===== src/rtl/mcdf_pkg.sv =====
// Shared types and constants for the MCDF formatter output path.
package mcdf_pkg;

  localparam int LEN_W          = 6;
  localparam int CHID_W         = 2;
  localparam int CREDIT_MAX_DEF = 64;

  typedef enum logic [1:0] {
    ST_IDLE       = 2'd0,
    ST_WAIT_START = 2'd1,
    ST_RECV       = 2'd2,
    ST_DRAIN      = 2'd3
  } state_e;

  // A request length is legal when non-zero and no larger than the sink buffer.
  function automatic logic len_valid(input logic [LEN_W-1:0] len, input int max_words);
    return (len != {LEN_W{1'b0}}) && (int'(len) <= max_words);
  endfunction

endpackage


===== src/rtl/fmt_credit_cnt.sv =====
// Saturating sink-credit counter: reserve on grant, refund on short/aborted
// packets, one-word return from the sink; flags overflow beyond CREDIT_MAX.
module fmt_credit_cnt
  import mcdf_pkg::*;
#(
  parameter int CREDIT_MAX = CREDIT_MAX_DEF,
  parameter int CNT_W      = 7
) (
  input  logic             clk_i,
  input  logic             rstn_i,
  input  logic             reserve_i,
  input  logic [CNT_W-1:0] reserve_amt_i,
  input  logic             refund_i,
  input  logic [CNT_W-1:0] refund_amt_i,
  input  logic             ret_i,
  output logic [CNT_W-1:0] credit_o,
  output logic             ovf_o
);

  localparam logic [CNT_W:0]   MAX_EXT = (CNT_W+1)'(CREDIT_MAX);
  localparam logic [CNT_W-1:0] MAX_CNT = CNT_W'(CREDIT_MAX);

  logic [CNT_W-1:0] credit_r;
  logic [CNT_W-1:0] credit_next_s;
  logic [CNT_W:0]   sum_s;
  logic [CNT_W:0]   rsv_s;
  logic [CNT_W:0]   rfd_s;

  // Combine all same-cycle adjustments, then saturate at the buffer depth.
  always_comb begin
    rsv_s = reserve_i ? {1'b0, reserve_amt_i} : {(CNT_W+1){1'b0}};
    rfd_s = refund_i  ? {1'b0, refund_amt_i}  : {(CNT_W+1){1'b0}};
    sum_s = {1'b0, credit_r} - rsv_s + rfd_s + {{CNT_W{1'b0}}, ret_i};
    if (sum_s > MAX_EXT) begin
      credit_next_s = MAX_CNT;
      ovf_o         = 1'b1;
    end else begin
      credit_next_s = sum_s[CNT_W-1:0];
      ovf_o         = 1'b0;
    end
  end

  // Credit register, full at reset.
  always_ff @(posedge clk_i or negedge rstn_i) begin
    if (!rstn_i) begin
      credit_r <= MAX_CNT;
    end else begin
      credit_r <= credit_next_s;
    end
  end

  assign credit_o = credit_r;

endmodule


===== src/rtl/fmt_grant_ctrl.sv =====
// Formatter grant controller: credit-gated grant, beat forwarding to the sink
// with SOP/EOP marking, and sticky protocol error flags.
module fmt_grant_ctrl
  import mcdf_pkg::*;
#(
  parameter int CREDIT_MAX = CREDIT_MAX_DEF,
  parameter int START_TO   = 15,
  parameter int CNT_W      = 7
) (
  input  logic              clk_i,
  input  logic              rstn_i,
  input  logic              fmt_req_i,
  input  logic [CHID_W-1:0] fmt_chid_i,
  input  logic [LEN_W-1:0]  fmt_length_i,
  input  logic [31:0]       fmt_data_i,
  input  logic              fmt_start_i,
  input  logic              fmt_end_i,
  output logic              fmt_grant_o,
  output logic              ds_vld_o,
  output logic [31:0]       ds_data_o,
  output logic [CHID_W-1:0] ds_chid_o,
  output logic              ds_sop_o,
  output logic              ds_eop_o,
  input  logic              ds_credit_ret_i,
  output logic [CNT_W-1:0]  credit_o,
  input  logic              err_clr_i,
  output logic              err_len_o,
  output logic              err_to_o,
  output logic              err_crd_o
);

  localparam int               TMR_W   = $clog2(START_TO + 1);
  localparam logic [TMR_W-1:0] TO_LAST = TMR_W'(START_TO - 1);
  localparam logic [TMR_W-1:0] TMR_ONE = TMR_W'(1);
  localparam logic [CNT_W-1:0] CNT_ONE = CNT_W'(1);

  state_e            state_r;
  logic [LEN_W-1:0]  len_r;
  logic [CNT_W-1:0]  cnt_r;
  logic [TMR_W-1:0]  tmr_r;
  logic              grant_r;
  logic              ds_vld_r;
  logic [31:0]       ds_data_r;
  logic [CHID_W-1:0] ds_chid_r;
  logic              ds_sop_r;
  logic              ds_eop_r;
  logic              err_len_r;
  logic              err_to_r;
  logic              err_crd_r;

  logic [CNT_W-1:0]  credit_s;
  logic              crd_ovf_s;
  logic [CNT_W-1:0]  req_len_s;
  logic [CNT_W-1:0]  lat_len_s;
  logic              len_bad_s;
  logic              grant_s;
  logic              beat_s;
  logic [CNT_W-1:0]  cnt_next_s;
  logic              cnt_hit_s;
  logic              timeout_s;
  logic              refund_s;
  logic [CNT_W-1:0]  refund_amt_s;

  // Per-cycle decisions shared by the FSM and the credit counter.
  always_comb begin
    req_len_s  = CNT_W'(fmt_length_i);
    lat_len_s  = CNT_W'(len_r);
    len_bad_s  = fmt_req_i && !len_valid(fmt_length_i, CREDIT_MAX);
    grant_s    = (state_r == ST_IDLE) && fmt_req_i && !len_bad_s && (req_len_s <= credit_s);
    beat_s     = ((state_r == ST_WAIT_START) && fmt_start_i) || (state_r == ST_RECV);
    cnt_next_s = (state_r == ST_WAIT_START) ? CNT_ONE : (cnt_r + CNT_ONE);
    cnt_hit_s  = beat_s && (cnt_next_s == lat_len_s);
    timeout_s  = (state_r == ST_WAIT_START) && !fmt_start_i && (tmr_r == TO_LAST);
    if (timeout_s) begin
      refund_s     = 1'b1;
      refund_amt_s = lat_len_s;
    end else if (beat_s && fmt_end_i && (cnt_next_s < lat_len_s)) begin
      refund_s     = 1'b1;
      refund_amt_s = lat_len_s - cnt_next_s;
    end else begin
      refund_s     = 1'b0;
      refund_amt_s = {CNT_W{1'b0}};
    end
  end

  fmt_credit_cnt #(
    .CREDIT_MAX (CREDIT_MAX),
    .CNT_W      (CNT_W)
  ) u_credit (
    .clk_i         (clk_i),
    .rstn_i        (rstn_i),
    .reserve_i     (grant_s),
    .reserve_amt_i (req_len_s),
    .refund_i      (refund_s),
    .refund_amt_i  (refund_amt_s),
    .ret_i         (ds_credit_ret_i),
    .credit_o      (credit_s),
    .ovf_o         (crd_ovf_s)
  );

  // Packet FSM with registered grant, forwarding and error outputs.
  always_ff @(posedge clk_i or negedge rstn_i) begin
    if (!rstn_i) begin
      state_r   <= ST_IDLE;
      len_r     <= {LEN_W{1'b0}};
      cnt_r     <= {CNT_W{1'b0}};
      tmr_r     <= {TMR_W{1'b0}};
      grant_r   <= 1'b0;
      ds_vld_r  <= 1'b0;
      ds_data_r <= 32'h0000_0000;
      ds_chid_r <= {CHID_W{1'b0}};
      ds_sop_r  <= 1'b0;
      ds_eop_r  <= 1'b0;
      err_len_r <= 1'b0;
      err_to_r  <= 1'b0;
      err_crd_r <= 1'b0;
    end else begin
      grant_r  <= 1'b0;
      ds_vld_r <= 1'b0;
      ds_sop_r <= 1'b0;
      ds_eop_r <= 1'b0;
      // Clear first so that any set below in the same cycle takes priority.
      if (err_clr_i) begin
        err_len_r <= 1'b0;
        err_to_r  <= 1'b0;
        err_crd_r <= 1'b0;
      end
      if (crd_ovf_s) begin
        err_crd_r <= 1'b1;
      end
      case (state_r)
        ST_IDLE: begin
          if (grant_s) begin
            grant_r   <= 1'b1;
            len_r     <= fmt_length_i;
            ds_chid_r <= fmt_chid_i;
            tmr_r     <= {TMR_W{1'b0}};
            state_r   <= ST_WAIT_START;
          end else if (len_bad_s) begin
            err_len_r <= 1'b1;
          end
        end
        ST_WAIT_START, ST_RECV: begin
          if (beat_s) begin
            ds_vld_r  <= 1'b1;
            ds_data_r <= fmt_data_i;
            ds_sop_r  <= (state_r == ST_WAIT_START);
            cnt_r     <= cnt_next_s;
            if (fmt_end_i) begin
              ds_eop_r <= 1'b1;
              if (cnt_next_s != lat_len_s) begin
                err_len_r <= 1'b1;
              end
              state_r <= ST_IDLE;
            end else if (cnt_hit_s) begin
              ds_eop_r  <= 1'b1;
              err_len_r <= 1'b1;
              state_r   <= ST_DRAIN;
            end else begin
              state_r <= ST_RECV;
            end
          end else if (timeout_s) begin
            err_to_r <= 1'b1;
            state_r  <= ST_IDLE;
          end else begin
            tmr_r <= tmr_r + TMR_ONE;
          end
        end
        ST_DRAIN: begin
          if (fmt_end_i) begin
            state_r <= ST_IDLE;
          end
        end
        default: begin
          state_r <= ST_IDLE;
        end
      endcase
    end
  end

  assign fmt_grant_o = grant_r;
  assign ds_vld_o    = ds_vld_r;
  assign ds_data_o   = ds_data_r;
  assign ds_chid_o   = ds_chid_r;
  assign ds_sop_o    = ds_sop_r;
  assign ds_eop_o    = ds_eop_r;
  assign credit_o    = credit_s;
  assign err_len_o   = err_len_r;
  assign err_to_o    = err_to_r;
  assign err_crd_o   = err_crd_r;

endmodule


===== config.mk =====
export PLATFORM = sky130hd
export DESIGN_NAME = fmt_grant_ctrl
export DESIGN_NICKNAME = d
export VERILOG_FILES = /design/src/rtl/mcdf_pkg.sv /design/src/rtl/fmt_credit_cnt.sv /design/src/rtl/fmt_grant_ctrl.sv
export SDC_FILE = /design/constraint.sdc
export NUM_CORES = 1
export LEC_CHECK = 0
export CORE_MARGIN = 5
export CORE_UTILIZATION = 50
export CTS_CLUSTER_DIAMETER = 40
export DETAILED_ROUTE_END_ITERATION = 10
export MAX_ROUTING_LAYER = met4
export PLACE_DENSITY = 0.85
export SYNTH_ARGS = -nofsm -noshare
export SYNTH_HDL_FRONTEND = slang
export SYNTH_HIERARCHICAL = 1
export SYNTH_SLANG_ARGS = --single-unit
export TNS_END_PERCENT = 10

===== constraint.sdc =====
create_clock -name clk_i -period 7.1 [get_ports clk_i]
set_input_delay 1.065 -clock clk_i [delete_from_list [all_inputs] [get_ports clk_i]]
set_output_delay 1.065 -clock clk_i [all_outputs]
set_load 0.02 [all_outputs]

==> metrics.csv, run 1 <==
stage,metric,value,unit
sta,final.period_utilization,69.9,%
pwr,p_int,1.36,mW
critical_path,r2r_slack,2.21,ns
layout,num-fill-cells,612,
sta,max_freq,0.202,GHz
layout,fin_nets,614,
floorplan,top_level_ports,95,
logic_synthesis,synth.distinct_cells,68,
sta,setup_ws,2.14,ns
logic_synthesis,ys_warn_count,6,
clocking,cts_buffers,9,
sta,final-setup-viol-count,0,
logic_synthesis,syn-num-nets,519,
pwr,p_seq_share,26.9,%
global_route,grt_first_pass_wirelength,16400,um
clocking,root_buffer,clkbuf_8,
pwr,clock_power_share,13.3,%
clocking,clock_latency,0.35,ns
logic_synthesis,synth_area,4040,um2
logic_synthesis,netlist_instances,437,
hold_path,hold_class,flip-flop to flip-flop,
pwr,p_comb_share,59.8,%
critical_path,cp.arrival,5.20,ns
placement,dpl.hpwl,7560,um
floorplan,num_rows,32,
sta,tns,0,ns
floorplan,design.core.area,7810,um2
layout,antenna_cells,0,
floorplan,dieArea,9980,um2
clocking,hold_buffers,0,
pwr,switching_share,44.5,%
critical_path,critical_path.endpoint,err_crd_o,
critical_path,crit_start,fmt_length_i[5],
sta,rsz0062_at_grt,no,
clocking,cts_tree,yes,
clocking,post_cts_buffers,0,
logic_synthesis,ys_top_cells_by_area,"dfrtp_1 (41%), nand2_1 (12%), ha_1 (8.0%), fa_1 (4.5%), inv_1 (3.1%)",
layout,final_cell_area,5280,um2
critical_path,crit_required,7.34,ns
logic_synthesis,synthFlopType,dfrtp_1,
global_route,gr-total-overflow,0,
sta,worst_pin_slew,0.855,ns
logic_synthesis,synth_top_area_share,40.9,%
clocking,clk_path_buf_depth,2,
route,vias_per_cell,5.30,
critical_path,critPathLaunchType,input port,
clocking,cts.sinks,67,
layout,regArea,1680,um2
layout,drive_above_1_share,9.68,%
clocking,clk_pin_slew,0.08,ns
placement,place_ws,1.81,ns
floorplan,initial_core_util,51.8,%
sta,timing.final.hold_violations,0,
status,status,completed,
global_route,grt_pass1_vias,3397,
sta,drv_slew,0,
sta,whs,0.475,ns
route,post_drt_wl_per_cell,15.6,um
route,drcViolationCount,0,
pwr,power_leakage,2.43,nW
layout,multi_input_area,2180,um2
critical_path,critical_path.max_fanout,10,
critical_path,path_class,input port to flip-flop,
route,dr_total_vias,3387,
route,drt_iter0_drc,170,
critical_path,ff2ff_path_depth,18,
layout,area_growth,30.5,%
global_route,track_usage,21.1,%
pwr,powerDensity,465,nW/um2
pwr,vdd_ir_drop_max,274,uV
logic_synthesis,synth_edf_count,0,
sta,skew,0.00374,ns
logic_synthesis,synthArstFlopShare,100,%
route,drtPass1Iterations,4,
route,wl,10000,um
critical_path,cp-end-kind,flip-flop,
critical_path,r2r-start,state_r[1],
floorplan,die_h,99.9,um
layout,utilization,67.6,%
logic_synthesis,synth.largest_area_cell,dfrtp_1,
logic_synthesis,synth_seq_cells,67,
sta,finalCriticalPeriod,4.96,ns
route,ant_nets,0,
global_route,antenna_found_initial,0,
placement,postPlaceCellArea,5070,um2
critical_path,rr_endpoint,u_credit/credit_o[5],
placement,place_congestion,0.893,
logic_synthesis,ys_seq_area_share,41.5,%
clocking,cts_resized,0,
sta,slew-limit-headroom,43.0,%
logic_synthesis,syn_area_per_cell,9.25,um2
clocking,cts_htree_levels,3,
floorplan,die_width,99.9,um
global_route,grt_max_degree,68,
placement,io_buffer_count,94,
run,cap_violations,0,
pwr,switchingPower,1.09,mW
-- state kept, by name (all words and copies together) (netlist names) --
signal and cells:
ds_data_o 32, u_credit/credit_o 7, ds_vld_o 1, ds_eop_o 1, state_r 2, err_len_o 1, ds_chid_o 2, len_r 6
ds_sop_o 1, fmt_grant_o 1, tmr_r 4, err_crd_o 1, err_to_o 1, cnt_r 7
-- power groups by stage --
stage          registers, mW  logic, mW  clock network, mW
4_1_cts                0.659       1.47              0.334
3_5_place_dp           0.664       1.45                  0
5_1_grt                0.680       1.61              0.351
6_report               0.659       1.47              0.327
3_3_place_gp           0.657       1.40                  0
2_1_floorplan          0.779      0.864                  0
-- worst max-delay path: stages --
cell             delay [ns]
clkdlybuf4s50_1        0.47
ha_1                   0.33
and4b_1                0.21
a21boi_0               0.26
o21ai_1                0.15
nand3_2                0.24
inv_1                  0.18
and2_1                 0.19
fa_1                   0.50
inv_1                  0.07
fa_1                   0.46
a211oi_2               0.29
nor3b_2                0.11
o22ai_4                0.18
xor2_1                 0.24
o21bai_1               0.11
a21o_1                 0.15
-- per-layer routing --
layer	up-vias	share of wire [%]	global-route usage, %
met2	91	51	34.4
met4	0	1.9	6.51
met3	16	3.8	3.89
li1	1651	-	-
met1	1629	43	26.9
met5	-	0	-
-- metrics by stage --
step / power, mW / cells
finish: 2.45 / 639
global route: 2.64 / 639
global placement: 2.06 / 623
detailed placement: 2.12 / 623
CTS: 2.46 / 639
floorplan: 1.64 / 437
-- placed cells by master (no fill, tap or decap), drive strengths merged, types with 8 or more instances in the layout --
master         count
a21oi             12
clkbuf            10
clkdlybuf4s50     93
dfrtp             66
fa                 9
ha                26
inv               35
mux2              10
nand2            134
nand3              8
nor2               9
o21ai             16
-- cell type report --
cell class / count / share of cell area [%]
well taps: 102 / 2.42
inverters: 35 / 2.49
multi-input cells: 323 / 41.4
clock buffers: 10 / 2.61
repair buffers: 96 / 18.0
clock inverters: 6 / 1.23
flip-flops and latches: 67 / 31.8
-- cells by family after synthesis --
kind of cell | share of synthesized area [%]
compound gates | 12.8
xor+xnor | 2.97
fa+ha+maj | 12.5
buf+inv | 4.43
flops | 41.5
mux | 3.62
other cells | 0.0928
simple gates | 22.1
-- cells in the mapped netlist (all sizes together), types with 4 or more instances --
master,number
inv,35
a21oi,12
nor3,4
buf,5
clkbuf,7
mux2,10
nand2b,5
nand2,134
dfrtp,66
ha,26
and2,7
nor2b,4
nor3b,6
nand3,8
xnor2,5
xor2,7
o21ai,16
nor2,9
o31ai,5
fa,9
-- how the worst min path moves through the flow --
stage                   from            end  slack (ns)  depth (start not counted)
4_1_cts        ds_data_o[16]  ds_data_o[16]        0.48                          2
6_report       ds_data_o[16]  ds_data_o[16]        0.47                          2
5_1_grt        ds_data_o[22]  ds_data_o[22]        0.50                          2
2_1_floorplan       cnt_r[1]       cnt_r[1]        0.47                          2
3_3_place_gp    ds_data_o[9]   ds_data_o[9]        0.46                          2
3_5_place_dp   ds_data_o[16]  ds_data_o[16]        0.46                          2
(Power assumes the default switching activity.)
==> run 2: changes to the inputs <==
- CORE_UTILIZATION: 50 -> 46
- PLACE_DENSITY: 0.85 -> 0.83
- clock period: 7.1 -> 4.1 ns (I/O delays scaled with it)
==> run 2 against run 1 <==
Net effect:
- the run now ends with negative setup slack left
- clock skew is 0.0080 ns higher
- die area increased by 7.8%
- critical path type unchanged
- critical endpoint unchanged
- sequential cell count unchanged
- cell count rose by 15%
- worst setup slack got worse by 2.6 ns
- sequential power increased by 76%
- first-iteration DRC count is 88% higher
- register-to-register slack worse by 2.6 ns
- via count increased by 23%
- power up 120%
==> metrics.csv, run 2 (synthesis gave the netlist of run 1 again) <==
stage,metric,value,unit,change
critical_path,crit_chain,"clkdlybuf4s50_1, ha_1, and4b_1, a21boi_0, o21ai_1, nand3_2, inv_1, and2_1, ha_1, fa_1, inv_1, fa_2, nor3b_1, o21ai_0, a211oi_2, o21bai_1, a21o_1",,
layout,fin_nets,702,,+14%
status,status,"finished, violations left",,
layout,final_common_cell,nand2_1,,
global_route,antenna_found_initial,0,,unchanged
critical_path,critPathMaxStageDelay,0.45,ns,-0.05 ns
layout,largest_reg_flops,32,,unchanged
global_route,gr-total-overflow,0,,unchanged
global_route,track_usage,26.9,%,+5.8 points
sta,skew,0.0118,ns,+0.00805 ns
critical_path,cp-end-kind,flip-flop,,
sta,drv_slew,0,,unchanged
placement,place_inst,682,,+9.5%
floorplan,top_level_ports,95,,unchanged
layout,area_growth,55.2,%,
clocking,hold_buffers,0,,unchanged
floorplan,die_h,104,um,+3.8%
global_route,grt_max_degree,48,,-29%
critical_path,critPathLaunchType,input port,,
clocking,cts.sinks,67,,unchanged
clocking,clock_latency,0.37,ns,+0.02 ns
critical_path,cp_top_family,adder cells,,
placement,place_congestion,0.886,,-0.76%
sta,max_freq,0.220,GHz,
floorplan,num_rows,34,,+6.3%
sta,whs,0.260,ns,-0.215 ns
clocking,root_buffer,clkbuf_8,,
route,wl,15000,um,+50%
layout,antenna_cells,0,,unchanged
pwr,p_comb_share,65.4,%,+5.6 points
route,post_drt_wl_per_cell,20.5,um,+31%
pwr,clock_power_share,13.0,%,-0.3 points
critical_path,critical_path.max_fanout,4,,-6
route,drtPass1Iterations,5,,+1
pwr,powerDensity,855,nW/um2,+84%
sta,timing.final.hold_violations,0,,unchanged
route,vias_per_cell,5.70,,+7.6%
status,violations,negative setup slack,,
run,cap_violations,0,,unchanged
layout,stdcell_count,733,,+15%
critical_path,path_class,input port to flip-flop,,
pwr,switching_share,44.6,%,+0.18 points
global_route,grt_first_pass_wirelength,22900,um,+39%
global_route,grt_pass1_vias,4483,,+32%
floorplan,die_width,104,um,+3.8%
sta,setup_ws,-0.454,ns,-2.59 ns
placement,io_buffer_count,94,,unchanged
clocking,cts_tree,yes,,
clocking,clk_path_buf_depth,2,,unchanged
clocking,clk_pin_slew,0.09,ns,about the same
floorplan,design.core.area,8640,um2,+11%
sta,finalCriticalPeriod,4.55,ns,
route,drcViolationCount,0,,unchanged
sta,worst_pin_slew,0.646,ns,-0.209 ns
sta,final-setup-viol-count,9,,+9
hold_path,hold_class,input port to async pin,,
critical_path,crit_required,4.35,ns,-2.99 ns
floorplan,dieArea,10800,um2,+7.8%
sta,final.period_utilization,111,%,
pwr,p_int,2.97,mW,+120%
critical_path,cp.arrival,4.81,ns,-0.39 ns
pwr,switchingPower,2.39,mW,+120%
clocking,cts_htree_levels,3,,unchanged
route,dr_total_vias,4180,,+23%
pwr,vdd_ir_drop_max,483,uV,+77%
clocking,cts_buffers,9,,unchanged
placement,place_ws,-0.568,ns,-2.37 ns
pwr,p_seq_share,21.6,%,-5.3 points
critical_path,worst-path-buf-inv,3,,unchanged
sta,slew-limit-headroom,56.9,%,+14 points
sta,rsz0062_at_grt,yes,,
route,drt_iter0_drc,320,,+88%
floorplan,initial_core_util,46.8,%,-5.0 points
layout,drive_above_1_share,28.5,%,+19 points
critical_path,critPathSlowestCell,clkdlybuf4s50_1,,
placement,dpl.hpwl,8440,um,+12%
pwr,power_leakage,2.91,nW,+20%
route,ant_nets,0,,unchanged
layout,mostFrequentLayoutCells,"nand2_1 (131), clkdlybuf4s50_1 (93), buf_4 (80)",,
[run 2: per-layer routing]
| layer | wire length (um) | GRT usage, % | vias to the layer above |
|---|---|---|---|
| met4 | 896 | 17.4 | 0 |
| met3 | 780 | 4.23 | 90 |
| li1 | - | - | 1824 |
| met1 | 5600 | 29.1 | 2037 |
| met5 | 0 | - | - |
| met2 | 7760 | 45.7 | 229 |
[run 2: area by class of cell]
class,count,area [um2]
Inverter,35,131
Tap cell,108,135
Sequential cell,67,1680
Clock buffer,10,128
Timing Repair Buffer,184,1650
Fill cell,538,2360
Clock inverter,6,113
Multi-Input combinational cell,323,2430
[run 2: worst paths after layout]
| kind | start | to | cells after the start | slack (ns) |
|---|---|---|---|---|
| worst max-delay path | fmt_length_i[5] | err_crd_o | 17 | -0.45 |
| min in group clk_i | ds_data_o[8] | ds_data_o[8] | 2 | 0.48 |
| worst min register to register | ds_data_o[8] | ds_data_o[8] | 2 | 0.48 |
| worst min-delay path | rstn_i | ds_data_o[31] | 1 | 0.26 |
| worst max register to register | cnt_r[3] | u_credit/credit_o[1] | 20 | -0.41 |
| max in group asynchronous | rstn_i | u_credit/credit_o[6] | 2 | 2.84 |
[run 2: power by group through the flow]
stage / logic, mW / clock network [mW] / registers (mW)
2_1_floorplan: 1.53 / 0 / 1.35
3_3_place_gp: 2.76 / 0 / 1.12
3_5_place_dp: 2.88 / 0 / 1.14
4_1_cts: 3.13 / 0.691 / 1.13
5_1_grt: 3.72 / 0.737 / 1.19
6_report: 3.51 / 0.695 / 1.16
[run 2: repair_timing]
item / in CTS / in global routing
cloned: 0 / 0
gates resized for setup: 27 / 27
pin swaps: 23 / 11
endpoints found under the hold margin: 0 / 0
setup buffers: 32 / 3
setup endpoints to repair: 8 / 9
[run 2: stage by stage]
step / area (um2) / util [%] / total power, mW / TNS (ns)
2_1_floorplan: 4070 / - / 2.88 / 0
3_3_place_gp: 5510 / 63.8 / 3.88 / -1.39
3_5_place_dp: 5510 / 63.8 / 4.02 / -3.28
4_1_cts: 6140 / 71.1 / 4.95 / -1.26
5_1_grt: 6270 / 72.6 / 5.64 / -4.44
6_report: 6270 / 72.6 / 5.36 / -3.47
==> run 3: changes to the inputs <==
- CAP_MARGIN: unset -> 15
- clock period: 4.1 -> 3.9 ns (I/O delays scaled with it)
==> run 3 against run 2 <==
Net effect:
- register-to-register slack improved by 0.02 ns
- via count fell by 11%
- first-iteration DRC count decreased by 63%
- the flow still finishes with violations (negative setup slack)
- core utilization is 2.4 points lower
- non-clock buffer count shrank 26
==> metrics.csv, run 3 (synthesis gave the netlist of run 1 again) <==
stage,metric,value,unit,change
status,status,"finished, violations left",,
status,violations,negative setup slack,,
floorplan,top_level_ports,95,,unchanged
layout,antenna_cells,0,,unchanged
sta,whs,0.433,ns,+0.173 ns
global_route,antenna_found_initial,0,,unchanged
sta,finalCriticalPeriod,4.29,ns,
clocking,hold_buffers,0,,unchanged
sta,rsz0062_at_grt,yes,,
sta,final.period_utilization,110,%,
route,routedLengthMet1,4780,um,-15%
route,drtPass1Iterations,5,,unchanged
route,post_drt_wl_per_cell,15.9,um,-23%
floorplan,dieArea,10800,um2,unchanged
route,wl,11200,um,-25%
route,met3WireLength,670,um,-14%
placement,io_buffer_count,94,,unchanged
pwr,powerDensity,897,nW/um2,+5.0%
layout,fin_nets,676,,-3.7%
pwr,power_leakage,2.77,nW,-4.7%
route,vias_per_cell,5.28,,-7.4%
route,dr_total_vias,3732,,-11%
critical_path,cp-end-kind,flip-flop,,
floorplan,initial_core_util,46.8,%,unchanged
sta,skew,0.0127,ns,+0.000879 ns
floorplan,die_h,104,um,unchanged
sta,timing.final.hold_violations,0,,unchanged
clocking,clk_path_buf_depth,2,,unchanged
layout,drive_above_1_share,25.0,%,-3.4 points
sta,setup_ws,-0.393,ns,+0.0613 ns
sta,max_freq,0.233,GHz,
route,ant_nets,0,,unchanged
clocking,clk_pin_slew,0.08,ns,about the same
clocking,root_buffer,clkbuf_8,,
route,drcViolationCount,0,,unchanged
sta,final-setup-viol-count,8,,-1
critical_path,crit_required,4.14,ns,-0.21 ns
placement,place_congestion,0.916,,+3.4%
placement,place_ws,-0.626,ns,-0.0576 ns
sta,worst_pin_slew,0.860,ns,+0.214 ns
sta,drv_slew,0,,unchanged
critical_path,critical_path.max_fanout,7,,+3
clocking,cts_htree_levels,3,,unchanged
pwr,vdd_ir_drop_max,501,uV,+3.7%
critical_path,cp.arrival,4.53,ns,-0.28 ns
global_route,grt_first_pass_wirelength,18500,um,-19%
floorplan,num_rows,34,,unchanged
route,wl_met2,5500,um,-29%
layout,largest_reg_flops,32,,unchanged
layout,area_growth,50.0,%,
hold_path,hold_class,input port to async pin,,
layout,mostFrequentLayoutCells,"nand2_1 (131), clkdlybuf4s50_1 (93), dfrtp_1 (63), buf_4 (63), inv_1 (30)",,
route,drt_iter0_drc,118,,-63%
global_route,track_usage,21.3,%,-5.6 points
clocking,cts.sinks,67,,unchanged
clocking,clock_latency,0.35,ns,-0.02 ns
sta,slew-limit-headroom,42.6,%,-14 points
sta,tns,-2.27,ns,+1.20 ns
run,cap_violations,0,,unchanged
route,top_layer_used,met4,,
floorplan,design.core.area,8640,um2,unchanged
layout,final_common_cell,nand2_1,,
placement,dpl.hpwl,8050,um,-4.6%
floorplan,die_width,104,um,unchanged
global_route,gr-total-overflow,0,,unchanged
critical_path,path_class,flip-flop to flip-flop,,
clocking,cts_tree,yes,,
global_route,grt_max_degree,68,,+42%
global_route,grt_pass1_vias,4017,,-10%
critical_path,critPathLaunchType,flip-flop,,
clocking,cts_buffers,9,,unchanged
[run 3: cell types whose count changed in the layout (fill, tap and decap cells not counted), sizes merged]
cell | previous run | this run
clkinvlp | 0 | 2
buf | 91 | 65
inv | 36 | 35
clkinv | 2 | 1
[run 3: what timing repair did]
action / in CTS / in global routing
gates resized for setup: 12 / 13
pin swaps: 17 / 14
endpoints found under the setup margin: 8 / 8
buffers inserted: 6 / 2
[run 3: per-layer routing]
metal	global-route usage (%)	vias up
li1	-	1778
met1	26.8	1790
met2	33.8	140
met3	4.85	24
met4	7.86	0
met5	-	-
[run 3: path summary, 6_finish.rpt]
check,slack (ns),end,start,cells past startpoint
setup reg to reg,-0.39,err_crd_o,cnt_r[0],19
min in group clk_i,0.48,ds_data_o[3],ds_data_o[3],2
setup / recovery,-0.39,err_crd_o,cnt_r[0],19
max in group asynchronous,2.86,cnt_r[3],rstn_i,2
hold reg to reg,0.48,ds_data_o[3],ds_data_o[3],2
hold / removal,0.43,ds_data_o[28],rstn_i,2
[run 3: final cells by class]
cell class / instances / area [um2]
fillers: 633 / 2570
multi-input cells: 323 / 2450
flip-flops and latches: 67 / 1680
repair buffers: 158 / 1420
inverters: 35 / 136
well taps: 108 / 135
clock buffers: 10 / 128
clock inverters: 6 / 114
[run 3: worst max-delay path, cell delays in order (launching register included)]
cell      delay, ns
dfrtp_2        0.46
ha_4           0.19
xor2_1         0.13
nand2_1        0.12
ha_4           0.22
o21a_1         0.16
o31a_1         0.11
o31a_1         0.33
o21ai_4        0.30
nand2_4        0.12
nand2_1        0.11
fa_1           0.43
inv_2          0.10
ha_1           0.23
nand3b_1       0.15
a21oi_2        0.11
or3_4          0.39
a211oi_2       0.21
o21bai_1       0.12
a21o_1         0.17
[run 3: through the flow]
step / instance area (um2) / utilization (%) / total power [mW] / std cells
after floorplan: 4210 / - / 3.20 / 437
after global placement: 5650 / 65.4 / 4.23 / 683
after detailed placement: 5650 / 65.4 / 4.36 / 683
after CTS: 5980 / 69.2 / 5.23 / 705
after global routing: 6060 / 70.2 / 5.81 / 707
final: 6060 / 70.2 / 5.44 / 707
[run 3: power breakdown]
| part | switching, mW | internal [mW] | total (mW) | leakage (nW) |
|---|---|---|---|---|
| registers | 0.204 | 0.999 | 1.20 | 0.838 |
| clock network | 0.289 | 0.426 | 0.715 | 0.113 |
| logic | 1.82 | 1.70 | 3.52 | 1.82 |
